--- src/rtl/axi_ddr_pkg.sv ---
`default_nettype none
// +-----------------------------------------------------------------------+
// | axi_ddr_pkg : shared FSM encoding and beat-size helper for the arbiter |
// | Rev 1.0                                                                |
// +-----------------------------------------------------------------------+
package axi_ddr_pkg;

   typedef enum logic [1:0] {
      S_IDLE  = 2'd0,
      S_START = 2'd1,
      S_BUSY  = 2'd2
   } state_t;

   function automatic int bytes_per_beat(input int data_w);
      return data_w / 8;
   endfunction

endpackage
`default_nettype wire

--- src/rtl/axi_multi_ch_arb_if.sv ---
`default_nettype none
// +-----------------------------------------------------------------------+
// | axi_multi_ch_arb_if : channel request side and AXI master side bundle  |
// | Rev 1.0                                                                |
// +-----------------------------------------------------------------------+
interface axi_multi_ch_arb_if #(
   parameter int CH_NUM = 4,
   parameter int ADDR_W = 30,
   parameter int LEN_W  = 8
);
   logic [CH_NUM-1:0]        ch_req;
   logic [CH_NUM*ADDR_W-1:0] ch_beg_addr;
   logic [CH_NUM*ADDR_W-1:0] ch_end_addr;
   logic [CH_NUM*LEN_W-1:0]  ch_burst_len;
   logic [CH_NUM-1:0]        ch_addr_clr;
   logic [CH_NUM-1:0]        ch_grant;
   logic [CH_NUM-1:0]        ch_done;
   logic                     m_ready;
   logic                     m_start;
   logic [ADDR_W-1:0]        m_addr;
   logic [LEN_W-1:0]         m_len;
   logic                     m_done;

   modport slave (
      input  ch_req, ch_beg_addr, ch_end_addr, ch_burst_len, ch_addr_clr,
             m_ready, m_done,
      output ch_grant, ch_done, m_start, m_addr, m_len
   );

   modport master (
      output ch_req, ch_beg_addr, ch_end_addr, ch_burst_len, ch_addr_clr,
             m_ready, m_done,
      input  ch_grant, ch_done, m_start, m_addr, m_len
   );
endinterface
`default_nettype wire

--- src/rtl/rr_arbiter.sv ---
`default_nettype none
// +-----------------------------------------------------------------------+
// | rr_arbiter : combinational round-robin, search begins after last grant |
// | Rev 1.0                                                                |
// +-----------------------------------------------------------------------+
module rr_arbiter #(
   parameter int CH_NUM = 4
) (
   input  wire logic [CH_NUM-1:0] i_req,
   input  wire logic [CH_NUM-1:0] i_last_grant,
   output logic      [CH_NUM-1:0] o_grant
);
   logic [CH_NUM-1:0] w_mask;
   logic [CH_NUM-1:0] w_hi_req;
   logic [CH_NUM-1:0] w_hi_grant;
   logic [CH_NUM-1:0] w_lo_grant;

   // Mask keeps only channels strictly above the last winner; fall back to the full set on wrap.
   always_comb begin
      w_mask = '0;
      for (int i = 0; i < CH_NUM; i++) begin
         for (int j = 0; j < i; j++) begin
            if (i_last_grant[j]) w_mask[i] = 1'b1;
         end
      end
      w_hi_req   = i_req & w_mask;
      w_hi_grant = w_hi_req & (~w_hi_req + CH_NUM'(1));
      w_lo_grant = i_req & (~i_req + CH_NUM'(1));
      o_grant    = (|w_hi_req) ? w_hi_grant : w_lo_grant;
   end
endmodule
`default_nettype wire

--- src/rtl/axi_multi_ch_arb.sv ---
`default_nettype none
// +-----------------------------------------------------------------------+
// | axi_multi_ch_arb : round-robin burst arbiter with per-channel pointers |
// | Rev 1.0                                                                |
// +-----------------------------------------------------------------------+
module axi_multi_ch_arb
   import axi_ddr_pkg::*;
#(
   parameter int CH_NUM = 4,
   parameter int ADDR_W = 30,
   parameter int DATA_W = 64,
   parameter int LEN_W  = 8
) (
   input  wire logic          clk,
   input  wire logic          rst_n,
   axi_multi_ch_arb_if.slave  bus
);
   localparam logic [ADDR_W:0]   c_bpb      = (ADDR_W+1)'(bytes_per_beat(DATA_W));
   localparam logic [CH_NUM-1:0] c_last_rst = {1'b1, {(CH_NUM-1){1'b0}}};

   state_t            r_state;
   logic [CH_NUM-1:0] r_grant;
   logic [CH_NUM-1:0] r_last;
   logic [CH_NUM-1:0] r_done;
   logic              r_start;
   logic [ADDR_W-1:0] r_addr;
   logic [LEN_W-1:0]  r_len;
   logic [ADDR_W-1:0] r_ptr [CH_NUM];
   logic [CH_NUM-1:0] r_init;

   logic [CH_NUM-1:0] w_arb_grant;
   logic [ADDR_W-1:0] w_ptr [CH_NUM];
   logic [ADDR_W-1:0] w_sel_addr;
   logic [LEN_W-1:0]  w_sel_len;
   logic [ADDR_W-1:0] w_cur_ptr;
   logic [ADDR_W-1:0] w_cur_beg;
   logic [ADDR_W-1:0] w_cur_end;
   logic [ADDR_W:0]   w_beats;
   logic [ADDR_W:0]   w_sum;
   logic [ADDR_W-1:0] w_next_ptr;
   logic              w_burst_end;

   rr_arbiter #(.CH_NUM(CH_NUM)) u_rr (
      .i_req        (bus.ch_req),
      .i_last_grant (r_last),
      .o_grant      (w_arb_grant)
   );

   // Untouched pointers read as beg_addr until their first write.
   for (genvar gi = 0; gi < CH_NUM; gi++) begin : g_ptr
      assign w_ptr[gi] = r_init[gi] ? r_ptr[gi] : bus.ch_beg_addr[gi*ADDR_W +: ADDR_W];
   end

   always_comb begin
      w_sel_addr = '0;
      w_sel_len  = '0;
      w_cur_ptr  = '0;
      w_cur_beg  = '0;
      w_cur_end  = '0;
      for (int i = 0; i < CH_NUM; i++) begin
         if (w_arb_grant[i]) begin
            w_sel_addr = w_ptr[i];
            w_sel_len  = bus.ch_burst_len[i*LEN_W +: LEN_W];
         end
         if (r_grant[i]) begin
            w_cur_ptr = w_ptr[i];
            w_cur_beg = bus.ch_beg_addr[i*ADDR_W +: ADDR_W];
            w_cur_end = bus.ch_end_addr[i*ADDR_W +: ADDR_W];
         end
      end
   end

   // One extra bit so a carry out of ADDR_W still compares as past the region end.
   assign w_beats     = {{(ADDR_W+1-LEN_W){1'b0}}, r_len} + (ADDR_W+1)'(1);
   assign w_sum       = {1'b0, w_cur_ptr} + w_beats * c_bpb;
   assign w_next_ptr  = (w_sum >= {1'b0, w_cur_end}) ? w_cur_beg : w_sum[ADDR_W-1:0];
   assign w_burst_end = (r_state == S_BUSY) && bus.m_done;

   always_ff @(posedge clk or negedge rst_n) begin
      if (!rst_n) begin
         for (int i = 0; i < CH_NUM; i++) r_ptr[i] <= '0;
         r_init <= '0;
      end else begin
         for (int i = 0; i < CH_NUM; i++) begin
            if (bus.ch_addr_clr[i]) begin
               r_ptr[i]  <= bus.ch_beg_addr[i*ADDR_W +: ADDR_W];
               r_init[i] <= 1'b1;
            end else if (w_burst_end && r_grant[i]) begin
               r_ptr[i]  <= w_next_ptr;
               r_init[i] <= 1'b1;
            end
         end
      end
   end

   always_ff @(posedge clk or negedge rst_n) begin
      if (!rst_n) begin
         r_state <= S_IDLE;
         r_grant <= '0;
         r_last  <= c_last_rst;
         r_done  <= '0;
         r_start <= 1'b0;
         r_addr  <= '0;
         r_len   <= '0;
      end else begin
         r_done  <= '0;
         r_start <= 1'b0;
         case (r_state)
            S_IDLE: begin
               if (bus.m_ready && (|bus.ch_req)) begin
                  r_grant <= w_arb_grant;
                  r_last  <= w_arb_grant;
                  r_addr  <= w_sel_addr;
                  r_len   <= w_sel_len;
                  r_start <= 1'b1;
                  r_state <= S_START;
               end
            end
            S_START: r_state <= S_BUSY;
            S_BUSY: begin
               if (bus.m_done) begin
                  r_done  <= r_grant;
                  r_grant <= '0;
                  r_state <= S_IDLE;
               end
            end
            default: r_state <= S_IDLE;
         endcase
      end
   end

   assign bus.ch_grant = r_grant;
   assign bus.ch_done  = r_done;
   assign bus.m_start  = r_start;
   assign bus.m_addr   = r_addr;
   assign bus.m_len    = r_len;
endmodule
`default_nettype wire

--- src/flat_wrapper.sv ---
// flat-port wrapper written by rule: the top's interface ports become plain ports
module axi_multi_ch_arb_flat import axi_ddr_pkg::*;
#(
   parameter int CH_NUM = 4,
   parameter int ADDR_W = 30,
   parameter int DATA_W = 64,
   parameter int LEN_W  = 8
)
  (clk, rst_n, bus_ch_req, bus_ch_beg_addr, bus_ch_end_addr, bus_ch_burst_len, bus_ch_addr_clr, bus_m_ready, bus_m_done, bus_ch_grant, bus_ch_done, bus_m_start, bus_m_addr, bus_m_len);
  axi_multi_ch_arb_if #(.CH_NUM(CH_NUM), .ADDR_W(ADDR_W), .LEN_W(LEN_W)) bus_i ();
  input  wire logic clk;
  input  wire logic rst_n;
  input wire logic [$bits(bus_i.ch_req)-1:0] bus_ch_req;
  input wire logic [$bits(bus_i.ch_beg_addr)-1:0] bus_ch_beg_addr;
  input wire logic [$bits(bus_i.ch_end_addr)-1:0] bus_ch_end_addr;
  input wire logic [$bits(bus_i.ch_burst_len)-1:0] bus_ch_burst_len;
  input wire logic [$bits(bus_i.ch_addr_clr)-1:0] bus_ch_addr_clr;
  input wire logic [$bits(bus_i.m_ready)-1:0] bus_m_ready;
  input wire logic [$bits(bus_i.m_done)-1:0] bus_m_done;
  output wire logic [$bits(bus_i.ch_grant)-1:0] bus_ch_grant;
  output wire logic [$bits(bus_i.ch_done)-1:0] bus_ch_done;
  output wire logic [$bits(bus_i.m_start)-1:0] bus_m_start;
  output wire logic [$bits(bus_i.m_addr)-1:0] bus_m_addr;
  output wire logic [$bits(bus_i.m_len)-1:0] bus_m_len;
  assign bus_i.ch_req = bus_ch_req;
  assign bus_i.ch_beg_addr = bus_ch_beg_addr;
  assign bus_i.ch_end_addr = bus_ch_end_addr;
  assign bus_i.ch_burst_len = bus_ch_burst_len;
  assign bus_i.ch_addr_clr = bus_ch_addr_clr;
  assign bus_i.m_ready = bus_m_ready;
  assign bus_i.m_done = bus_m_done;
  assign bus_ch_grant = bus_i.ch_grant;
  assign bus_ch_done = bus_i.ch_done;
  assign bus_m_start = bus_i.m_start;
  assign bus_m_addr = bus_i.m_addr;
  assign bus_m_len = bus_i.m_len;
  axi_multi_ch_arb #(.CH_NUM(CH_NUM), .ADDR_W(ADDR_W), .DATA_W(DATA_W), .LEN_W(LEN_W)) u_core (.clk(clk), .rst_n(rst_n), .bus(bus_i));
endmodule
--- config.mk ---
export PLATFORM = sky130hd
export DESIGN_NAME = axi_multi_ch_arb_flat
export DESIGN_NICKNAME = d
export VERILOG_FILES = /design/src/rtl/axi_ddr_pkg.sv /design/src/rtl/axi_multi_ch_arb_if.sv /design/src/rtl/rr_arbiter.sv /design/src/rtl/axi_multi_ch_arb.sv /design/src/flat_wrapper.sv
export SDC_FILE = /design/constraint.sdc
export NUM_CORES = 1
export LEC_CHECK = 0
export CORE_ASPECT_RATIO = 1.75
export CORE_MARGIN = 2
export CORE_UTILIZATION = 48
export CTS_BUF_LIST = sky130_fd_sc_hd__clkbuf_4 sky130_fd_sc_hd__clkbuf_8
export DETAILED_ROUTE_END_ITERATION = 16
export MAX_ROUTING_LAYER = met4
export PLACE_DENSITY = 0.8
export SETUP_SLACK_MARGIN = 0.05
export SLEW_MARGIN = 40
export SYNTH_ARGS = -nofsm -noshare
export SYNTH_HDL_FRONTEND = slang
export SYNTH_SLANG_ARGS = --single-unit
--- constraint.sdc ---
create_clock -name clk -period 7.05 [get_ports clk]
set_input_delay 1.7625 -clock clk [delete_from_list [all_inputs] [get_ports clk]]
set_output_delay 1.7625 -clock clk [all_outputs]
set_load 0.005 [all_outputs]
# ---- Word-level counts from Yosys, hierarchy flattened
# Cells that the tools add are included.
# Widths: inputs -> output; s select.
dict set report op_classes {
  n_addsub 4
  magnitude_cmp 1
  n_eq_ne 4
  n_mux 55
  bitwise 5
  reduce_logical 17
}
# operator count
set op_table {}
lappend op_table {{$mux 30} 29}
lappend op_table {{$mux 8} 4}
lappend op_table {{$add 30x31->31} 1}
lappend op_table {{$ge 31x30->1} 1}
lappend op_table {{$mux 4} 5}
lappend op_table {{$mux 1} 13}
lappend op_table {{$and 4x4->4} 3}
lappend op_table {{$reduce_bool 2->1} 5}
lappend op_table {{$add 8x1->9 const B} 1}
lappend op_table {{$add 4x1->4 const B} 2}
lappend op_table {{$not 4->4} 2}
lappend op_table {{$pmux 4 s2} 1}
lappend op_table {{$reduce_or 4->1} 2}
lappend op_table {{$logic_and 1x1->1} 6}
lappend op_table {{$pmux 2 s3} 1}
lappend op_table {{$mux 2} 2}
lappend op_table {{$reduce_and 2->1} 2}
lappend op_table {{$reduce_and 3->1} 1}
lappend op_table {{$eq 2x1->1 const B} 1}
lappend op_table {{$eq 2x2->1 const B} 1}
lappend op_table {{$logic_not 2->1} 1}
lappend op_table {{$ne 2x1->1 const B} 1}
lappend op_table {{$ne 2x2->1 const B} 1}
dict set report totals {
  regBits 176
  input_bits 284
  out_inout_bits 47
  elab_cells 101
}

# ---- Logic depth before layout (Yosys ltp)
# Gate-level depths: netlist of run 1.
dict set report depth {
  ltp_word 12
  depth_mapped 27
}

# ---- Cells and area by module
# A second synthesis of run 1 with hierarchy kept.
dict set report hier_totals {
  hier_cells 1701
  area_unflattened_um2 14237.4
}
# mod n_inst cells_each area_per_inst_um2 seq_area_each_um2
set modules_own_cells {}
lappend modules_own_cells {axi_multi_ch_arb 1 1685 14134.8 4430.5}
lappend modules_own_cells {rr_arbiter 1 16 102.6 0.0}

# ---- Least setup slack after synthesis of run 1
# No wires, ideal clock.
dict set report synth_timing {
  path_kind {input port to flip-flop}
  startpoint {input bus_ch_beg_addr[3]}
  endpoint {register u_core.r_ptr[64] in the netlist's numbering}
  arrival_ps 6944
  required_ps 6924
  slack_ps -20
  stages 21
  path_cell_list {mux2_2 a221oi_1 o31ai_1 ha_1 fa_1 a211oi_1 o21ai_0 a2111oi_0 nor3_1 and3_1 and4_1 or2_2 ha_1 nand3_1 nor4_1 o2111ai_1 a41oi_1 a21o_4 buf_6 mux2_4 a221o_1}
}
dict set report synth_between {
  elab_chain_cells 10
}
# item line
set synth_rtl {}
lappend synth_rtl {{start, declared} flat_wrapper.sv:14} ;# input wire logic [$bits(bus_i.ch_beg_addr)-1:0] bus_ch_beg_addr;
lappend synth_rtl {{$mux 30 (*)} axi_multi_ch_arb.sv:51} ;# assign w_ptr[gi] = r_init[gi] ? r_ptr[gi] : bus.ch_beg_addr[gi*ADDR_W +: ADDR_W];
lappend synth_rtl {{$mux 30 (*) (4 in a row)} axi_multi_ch_arb.sv:65} ;# if (r_grant[i]) begin
lappend synth_rtl {{$add 30x31->31 (*)} axi_multi_ch_arb.sv:75} ;# assign w_sum = {1'b0, w_cur_ptr} + w_beats * c_bpb;
lappend synth_rtl {{$ge 31x30->1} axi_multi_ch_arb.sv:76} ;# assign w_next_ptr = (w_sum >= {1'b0, w_cur_end}) ? w_cur_beg : w_sum[ADDR_W-1:0];
lappend synth_rtl {{$mux 30 (*)} axi_multi_ch_arb.sv:76}
lappend synth_rtl {{$mux 30 (*)} axi_multi_ch_arb.sv:88} ;# end else if (w_burst_end && r_grant[i]) begin
lappend synth_rtl {{$mux 30 (*)} axi_multi_ch_arb.sv:85} ;# if (bus.ch_addr_clr[i]) begin
lappend synth_rtl {{end signal, assigned by index} axi_multi_ch_arb.sv:86} ;# r_ptr[i] <= bus.ch_beg_addr[i*ADDR_W +: ADDR_W];
lappend synth_rtl {{end signal, assigned by index} axi_multi_ch_arb.sv:89} ;# r_ptr[i] <= w_next_ptr;
lappend synth_rtl {{end, declared} axi_multi_ch_arb.sv:28} ;# logic [ADDR_W-1:0] r_ptr [CH_NUM];
# Every way passes the cells marked *; elsewhere a longest branch is shown, timed or not. The select of a mux whose other input is x is not followed.
# A chain may end at the register's enable or synchronous reset.

# ---- Final worst setup path of run 1
dict set report layout_timing {
  startpoint {input bus_ch_beg_addr[3]}
  endpoint {register u_core.r_ptr[77] in the netlist's numbering}
}
# The elaborated chain is that of the path after synthesis.

==> metrics.md, run 1 <==
| Metric | Value |
|---|---|
| Outcome | `completed` |
| Syn Std Cell Area | `about 14000 µm²` |
| Global Route met3 Usage | `0.0716` |
| Setup_tns | `0 ps` |
| Worst slew margin | `0.392` |
| GP Congestion | `approximately 1.0` |
| Root Buffer | `clkbuf_8` |
| Final WS setup | `206 ps` |
| Hold Worst Slack | `520 ps` |
| Starting Density | `0.484` |
| Top post-synthesis cells by area | `dfrtp_1 31%, a221o_1 8.0%, nor3b_1 4.9%` |
| Total core area | `29200 µm²` |
| Setup crit start kind | `input port` |
| Tot GR Track Use | `0.423` |
| Worst Reg-to-Reg Cells | `24` |
| Most Used Layer, Global Route | `met2` |
| Max Slew Vio Count | `0` |
| Sequential element share of the synthesized area | `0.312` |
| Crit end category | `flip-flop` |
| WHS Path Cells | `1` |
| TritonCTS clock tree | `yes` |
| Vias in the first global route | `16000` |
| Share of layout cells above drive strength 1 | `0.171` |
| Via count | `~16000` |
| Worst Tran Pin Value | `roughly 900 ps` |
| TritonCTS Sinks | `176` |
| Cell taking the most area after synthesis | `dfrtp_1` |
| Hold Vio Cnt, Final | `0` |
| Die extent in y | `about 230 µm` |
| Skew final | `approximately 26 ps` |
| Port buffer count | `between 300 and 400` |
| Max clock buf depth | `2` |
| RSZ-0062 raised after global routing | `no` |
| Synth top cells by count | `176 x dfrtp_1, 134 x nor2_1, 113 x a221o_1` |
| Met1 Use GR | `0.456` |
| Syn. warnings | `0` |
| Critical Path AT | `approximately 7300 ps` |
| Post-route antenna net violation count | `0` |
| Largest net degree at the start of global routing | `88` |
| Top cell type's share of synthesized area | `0.312` |
| # hold bufs at CTS | `0` |
| Worst-path clk slew | `100 ps` |
| CP Class | `input port to flip-flop` |
| DRT iter0 DRCs | `1901` |
| RR Endpoint | `u_core.r_ptr[77]` |
| WL final | `approximately 65 mm` |
| Number of synthesized flops with an enable pin | `0` |
| Synth Flop Type | `dfrtp_1` |
| H-tree Lvls | `4` |
| Final Cell Area | `19000 µm²` |
| Post-synth ARST share | `1.00` |
| Worst r2r src | `u_core.r_init[0]` |
| Setup violators final | `0` |
| Routed vias/inst | `between 6 and 7` |
| Initial antenna violation count | `1` |
| Clock Latency Late Sink | `520 ps` |
| Post-Synthesis Cells | `1583` |
| TritonCTS Buffers | `17` |
| Pre-CTS setup slack | `-897 ps` |
| Max Freq | `146 MHz` |
| Area grow syn2layout | `34.3%` |
| Maximum vdd drop | `around 0.00051 V` |
| Syn Area/Cell | `8.92 µm²` |
| Power density over cell area | `between 500 and 600 nW/µm²` |
| Mean routed wirelength per cell | `27.8 µm` |
| CP Max Fanout | `5` |
| Die Area | `30900 µm²` |
| Worst Hold Path EP | `u_core.r_last[2]` |
| I/O pin cnt | `between 300 and 400` |
| HPWL Detailed | `45.7 mm` |
| Syn_nets | `1908` |
| Seq cells post-synth | `176` |
| Drt drc | `0` |
| Register-to-register setup slack | `750 ps` |
| Distinct cells, synth | `72` |
| P_leak | `roughly 7.9 nW` |
| Met2 Resource Use GR | `0.685` |
| Cell Rows | `83` |
| Die Wd | `134 µm` |
| Final nets | `2250` |
| Required time at the worst-slack endpoint | `7460 ps` |
| Most common cell in the netlist | `dfrtp_1` |
| Drt first pass iters | `8` |
| Period utilisation layout | `0.971` |
| Min Tclk post-route | `6840 ps` |
| First-pass GRT wire length | `95.5 mm` |
| Cell Area, Placed | `~18000 µm²` |
| Grt total ovfl | `0` |
| Hold WC Path Type | `flip-flop to flip-flop` |
| Max cap viols | `0` |
| Hold path startpoint | `u_core.r_last[2]` |
[how the worst max path moves through the flow]
stage / from / endpoint / depth (start not counted)
floorplan: bus_ch_beg_addr[3] / u_core.r_ptr[64] / 21
global placement: bus_ch_beg_addr[3] / u_core.r_ptr[71] / 24
detailed placement: bus_ch_beg_addr[3] / u_core.r_ptr[66] / 24
CTS: bus_ch_beg_addr[3] / u_core.r_ptr[66] / 24
global route: bus_ch_beg_addr[36] / u_core.r_ptr[77] / 24
finish: bus_ch_beg_addr[3] / u_core.r_ptr[77] / 24
[power by group]
| group | total, mW | switching [mW] | internal [mW] |
|---|---|---|---|
| Combinational | 8.89 | 5.08 | 3.81 |
| Sequential | 1.50 | 0.250 | 1.25 |
| Clock | 0.695 | 0.413 | 0.282 |
| Total | 11.1 | 5.75 | 5.35 |
[metal layers]
layer	vias up	part of all wire
met4	0	0.096
met1	7601	0.33
li1	6830	-
met2	1322	0.47
met5	-	0
met3	384	0.10
[kinds of logic (layout without fill, tap and decap cells)]
kind of cell	Yosys count	in the layout	synth area share
mux	138	138	0.109
other cells	0	2	0
buf+inv	189	541	0.0588
simple gates	437	437	0.164
xor+xnor	26	26	0.0161
fa+ha+maj	41	41	0.0369
compound gates	576	577	0.303
flops	176	176	0.312
[flip-flops by register name (all words and copies together), names as in the netlist]
signal               cells
u_core.bus.ch_done       4
u_core.bus.m_len         8
u_core.bus.m_addr       30
u_core.r_init            4
u_core.r_last            3
u_core.r_state           2
u_core.bus.m_start       1
u_core.bus.ch_grant      4
u_core.r_ptr           120
[layout by cell type (no fill, tap or decap), types with 12 or more instances in the layout]
| master | count |
|---|---|
| a211oi_1 | 13 |
| a21oi_1 | 103 |
| a221o_1 | 113 |
| a221oi_1 | 50 |
| a222oi_1 | 12 |
| a22o_1 | 12 |
| a22oi_1 | 16 |
| a31o_2 | 19 |
| a31oi_1 | 14 |
| buf_4 | 133 |
| clkbuf_8 | 20 |
| clkdlybuf4s50_1 | 324 |
| dfrtp_1 | 173 |
| ha_1 | 38 |
| inv_1 | 35 |
| mux2_2 | 60 |
| mux2_4 | 16 |
| mux2i_1 | 59 |
| nand2_1 | 81 |
| nand2b_1 | 31 |
| nand3_1 | 15 |
| nor2_1 | 132 |
| nor3_1 | 30 |
| nor3b_1 | 93 |
| o21ai_0 | 88 |
| o21ai_1 | 12 |
| o22ai_1 | 20 |
| o2bb2ai_1 | 12 |
| o31ai_1 | 46 |
| xor2_1 | 17 |
[final cells by class]
| class | count | area [µm²] |
|---|---|---|
| multi-input combinational | 1219 | 9130 |
| antenna | 2 | 5.00 |
| sequential | 176 | 4410 |
| timing repair buffer | 475 | 4460 |
| tap | 382 | 478 |
| clock inverter | 7 | 53.8 |
| fill | 2427 | 10200 |
| clock buffer | 23 | 298 |
| inverter | 36 | 135 |
[through the flow]
| step | instances | power [mW] | utilization |
|---|---|---|---|
| 4_1_cts | 2315 | 10.7 | 0.645 |
| 3_5_place_dp | 2282 | 9.80 | 0.630 |
| 2_1_floorplan | 1583 | 6.30 | - |
| 6_report | 2320 | 11.1 | 0.650 |
| 3_3_place_gp | 2280 | 9.62 | 0.629 |
| 5_1_grt | 2319 | 11.7 | 0.650 |
[critical path: stages]
cell             delay, ps
clkdlybuf4s50_1        420
mux2_4                 300
a221oi_4               370
o31ai_4                150
ha_2                   230
fa_2                   370
a211oi_2               290
o21ai_2                120
a2111oi_4              320
buf_4                  170
nor3_1                  50
and3_4                 190
and4_1                 210
or2_4                  240
ha_4                   260
nand3_2                 80
nor4_2                 150
o2111ai_1              160
a41oi_1                240
buf_4                  170
a21o_4                 180
buf_12                 140
mux2_4                 330
a221o_1                330
[repair_timing]
action	CTS	global route
resized for setup	10	19
setup buffers	2	2
cloned	1	0
endpoints found under the setup margin	116	120
pin swaps	3	11
Power figures use the tool's default switching activity.
==> inputs of run 2 (changes only) <==
--- a/config.mk
+++ b/config.mk
@@ -7,11 +7,11 @@
 export LEC_CHECK = 0
 export CORE_ASPECT_RATIO = 1.75
 export CORE_MARGIN = 2
-export CORE_UTILIZATION = 48
+export CORE_UTILIZATION = 47
 export CTS_BUF_LIST = sky130_fd_sc_hd__clkbuf_4 sky130_fd_sc_hd__clkbuf_8
 export DETAILED_ROUTE_END_ITERATION = 16
 export MAX_ROUTING_LAYER = met4
-export PLACE_DENSITY = 0.8
+export PLACE_DENSITY = 0.79
 export SETUP_SLACK_MARGIN = 0.05
 export SLEW_MARGIN = 40
 export SYNTH_ARGS = -nofsm -noshare
==> metrics.md, run 2 (synthesis results as in run 1) <==
| Metric | Value |
|---|---|
| Outcome | `completed` |
| Register-to-register setup slack | `610 ps (-140 ps)` |
| Fin cells | `2324 (+0.17%)` |
| Largest net degree at the start of global routing | `88 (unchanged)` |
| CP Max Fanout | `5 (unchanged)` |
| Max stage delay on crit path | `520 ps (+100 ps)` |
| TritonCTS Buffers | `17 (unchanged)` |
| Root Buffer | `clkbuf_8` |
| Period utilisation layout | `0.969 (-0.00179)` |
| Hold WC Path Type | `flip-flop to flip-flop` |
| Leading cell types in the layout, fill and taps excluded | `319 x clkdlybuf4s50_1, 173 x dfrtp_1, 132 x nor2_1` |
| Max clock buf depth | `2 (unchanged)` |
| Post-route antenna net violation count | `0 (unchanged)` |
| Dpl cells | `2283 (+0.044%)` |
| Cell Rows | `84 (+1.2%)` |
| Final Cell Area | `19100 µm² (+0.46%)` |
| Top reg by flops | `u_core.r_ptr` |
| Grt total ovfl | `0 (unchanged)` |
| # hold bufs at CTS | `0 (unchanged)` |
| Clock Latency Late Sink | `520 ps (about the same)` |
| Skew final | `22.5 ps (-3.41 ps)` |
| Mean routed wirelength per cell | `27.1 µm (-2.7%)` |
| First-pass GRT wire length | `94.2 mm (-1.3%)` |
| Setup violators final | `0 (unchanged)` |
| CP max-delay cell | `clkdlybuf4s50_1` |
| Max Slew Vio Count | `0 (unchanged)` |
| Share of layout cells above drive strength 1 | `0.173 (+0.00121)` |
| Tot Pwr | `11.1 mW (+0.44%)` |
| Vias in the first global route | `16100 (+0.46%)` |
| Top Layer Used | `met4` |
| HPWL Detailed | `44.3 mm (-3.0%)` |
| Die Area | `31500 µm² (+2.1%)` |
| Hold Vio Cnt, Final | `0 (unchanged)` |
| Max Freq | `146 MHz (+0.18%)` |
| Min Tclk post-route | `6830 ps (-12.6 ps)` |
| Length of routed met2 wiring | `29.0 mm (-5.3%)` |
| Drt first pass iters | `6 (-2)` |
| Largest register FFs | `120 (unchanged)` |
| Initial antenna violation count | `2 (+1)` |
| Hold Worst Slack | `521 ps (+0.802 ps)` |
| Setup_tns | `0 ps (unchanged)` |
| Routed vias/inst | `6.93 (-0.37%)` |
| Starting Density | `0.473 (-0.0108)` |
| H-tree Lvls | `4 (unchanged)` |
| DRT iter0 DRCs | `2080 (+9.4%)` |
| Worst slew margin | `0.360 (-0.0317)` |
| Commonest non-fill, non-tap cell in the layout | `clkdlybuf4s50_1` |
| GP Congestion | `1.01 (-3.3%)` |
| Crit end category | `flip-flop` |
| CP Class | `input port to flip-flop` |
| RSZ-0062 raised after global routing | `no` |
| Final WS setup | `219 ps (+12.6 ps)` |
| Maximum vdd drop | `0.000453 V (-11%)` |
| Top cell by count, worst path | `buf_4` |
| WL final | `62.9 mm (-2.6%)` |
| CP Cell Sequence | `clkdlybuf4s50_1, mux2_2, nand2_1, o31ai_4, ha_2, fa_2, a211oi_2, o21ai_2, a2111oi_2, buf_4, nor3_2, and3_1, and4_1, or2_4, ha_4, nand3_2, nor4_2, o2111ai_1, a41oi_2, buf_4, a21o_4, buf_12, mux2_4, a221o_1` |
| Die Wd | `135 µm (+1.0%)` |
| Max cap viols | `0 (unchanged)` |
| Final nets | `2246 (-0.18%)` |
| TritonCTS clock tree | `yes` |
| Area grow syn2layout | `34.9%` |
| Required time at the worst-slack endpoint | `7460 ps (about the same)` |
| Port buffer count | `330 (unchanged)` |
| Worst-path clk slew | `100 ps (about the same)` |
| P_leak | `8.00 nW (+1.2%)` |
| Power density over cell area | `585 nW/µm² (about the same)` |
| Via count | `16100 (-0.20%)` |
| Critical Path AT | `7240 ps (about the same)` |
| Worst Tran Pin Value | `960 ps (+55.3 ps)` |
| Tot GR Track Use | `0.408 (-0.0150)` |
| I/O pin cnt | `331 (unchanged)` |
| Final Util | `0.638 (-0.0116)` |
| Total core area | `29800 µm² (+2.3%)` |
| Drt drc | `0 (unchanged)` |
| Wire length on met3 | `6.29 mm (-2.4%)` |
| Pre-CTS setup slack | `-784 ps (+113 ps)` |
| Die extent in y | `233 µm (+1.0%)` |
| TritonCTS Sinks | `176 (unchanged)` |
| Wl on met1 | `20.9 mm (-2.4%)` |
| Setup crit start kind | `input port` |
| Cell Area, Placed | `18300 µm² (-0.27%)` |
-- run 2: cell types whose count changed in the layout (fill, tap and decap cells not counted), sizes merged --
| cell | previous run | this run |
|---|---|---|
| buf | 149 | 145 |
| inv | 38 | 45 |
| clkbuf | 24 | 19 |
| diode | 2 | 3 |
| clkinv | 2 | 1 |
| clkinvlp | 3 | 0 |
| bufinv | 0 | 4 |
| dlymetal6s2s | 1 | 6 |
| clkdlybuf4s50 | 324 | 319 |
-- run 2: report_power, final --
group	total (mW)	leakage [nW]	internal [mW]	switching [mW]
logic	8.77	5.66	3.81	4.96
clock network	0.840	0.233	0.403	0.437
registers	1.53	2.10	1.25	0.280
-- run 2: cell type report --
| class | count | area [µm²] |
|---|---|---|
| Antenna cell | 3 | 7.51 |
| Clock buffer | 18 | 241 |
| Clock inverter | 14 | 211 |
| Fill cell | 2508 | 10800 |
| Inverter | 36 | 135 |
| Multi-Input combinational cell | 1219 | 9140 |
| Sequential cell | 176 | 4410 |
| Tap cell | 387 | 484 |
| Timing Repair Buffer | 471 | 4420 |
-- run 2: critical path: cells and delay by family --
| family | cells | cell delay (ps) |
|---|---|---|
| AOI/OAI and AO/OA | 8 | 1740 |
| muxes | 2 | 640 |
| and+or+nand+nor | 7 | 1180 |
| adders and majority gates | 3 | 880 |
| buffers and inverters | 4 | 1000 |
-- run 2: timing repair --
action / in CTS / in global routing
pin swaps: 2 / 16
setup endpoints to repair: 116 / 120
cloned: 1 / 0
buffers inserted: 0 / 4
gates resized for setup: 10 / 26
-- run 2: final timing paths --
kind                                      from                      to  cells after the start
setup / recovery           bus_ch_beg_addr[93]        u_core.r_ptr[75]                     24
hold / removal                u_core.r_ptr[21]        u_core.r_ptr[21]                      1
setup reg to reg              u_core.r_init[1]        u_core.r_ptr[75]                     24
hold reg to reg               u_core.r_ptr[21]        u_core.r_ptr[21]                      1
max in group asynchronous                rst_n  u_core.bus.ch_grant[3]                      2
min in group asynchronous                rst_n   u_core.bus.ch_done[0]                      1
-- run 2: per-layer routing --
| layer | GRT usage | up-vias |
|---|---|---|
| li1 | - | 6815 |
| met1 | 0.440 | 7530 |
| met2 | 0.646 | 1334 |
| met3 | 0.0786 | 426 |
| met4 | 0.335 | 0 |
| met5 | - | - |
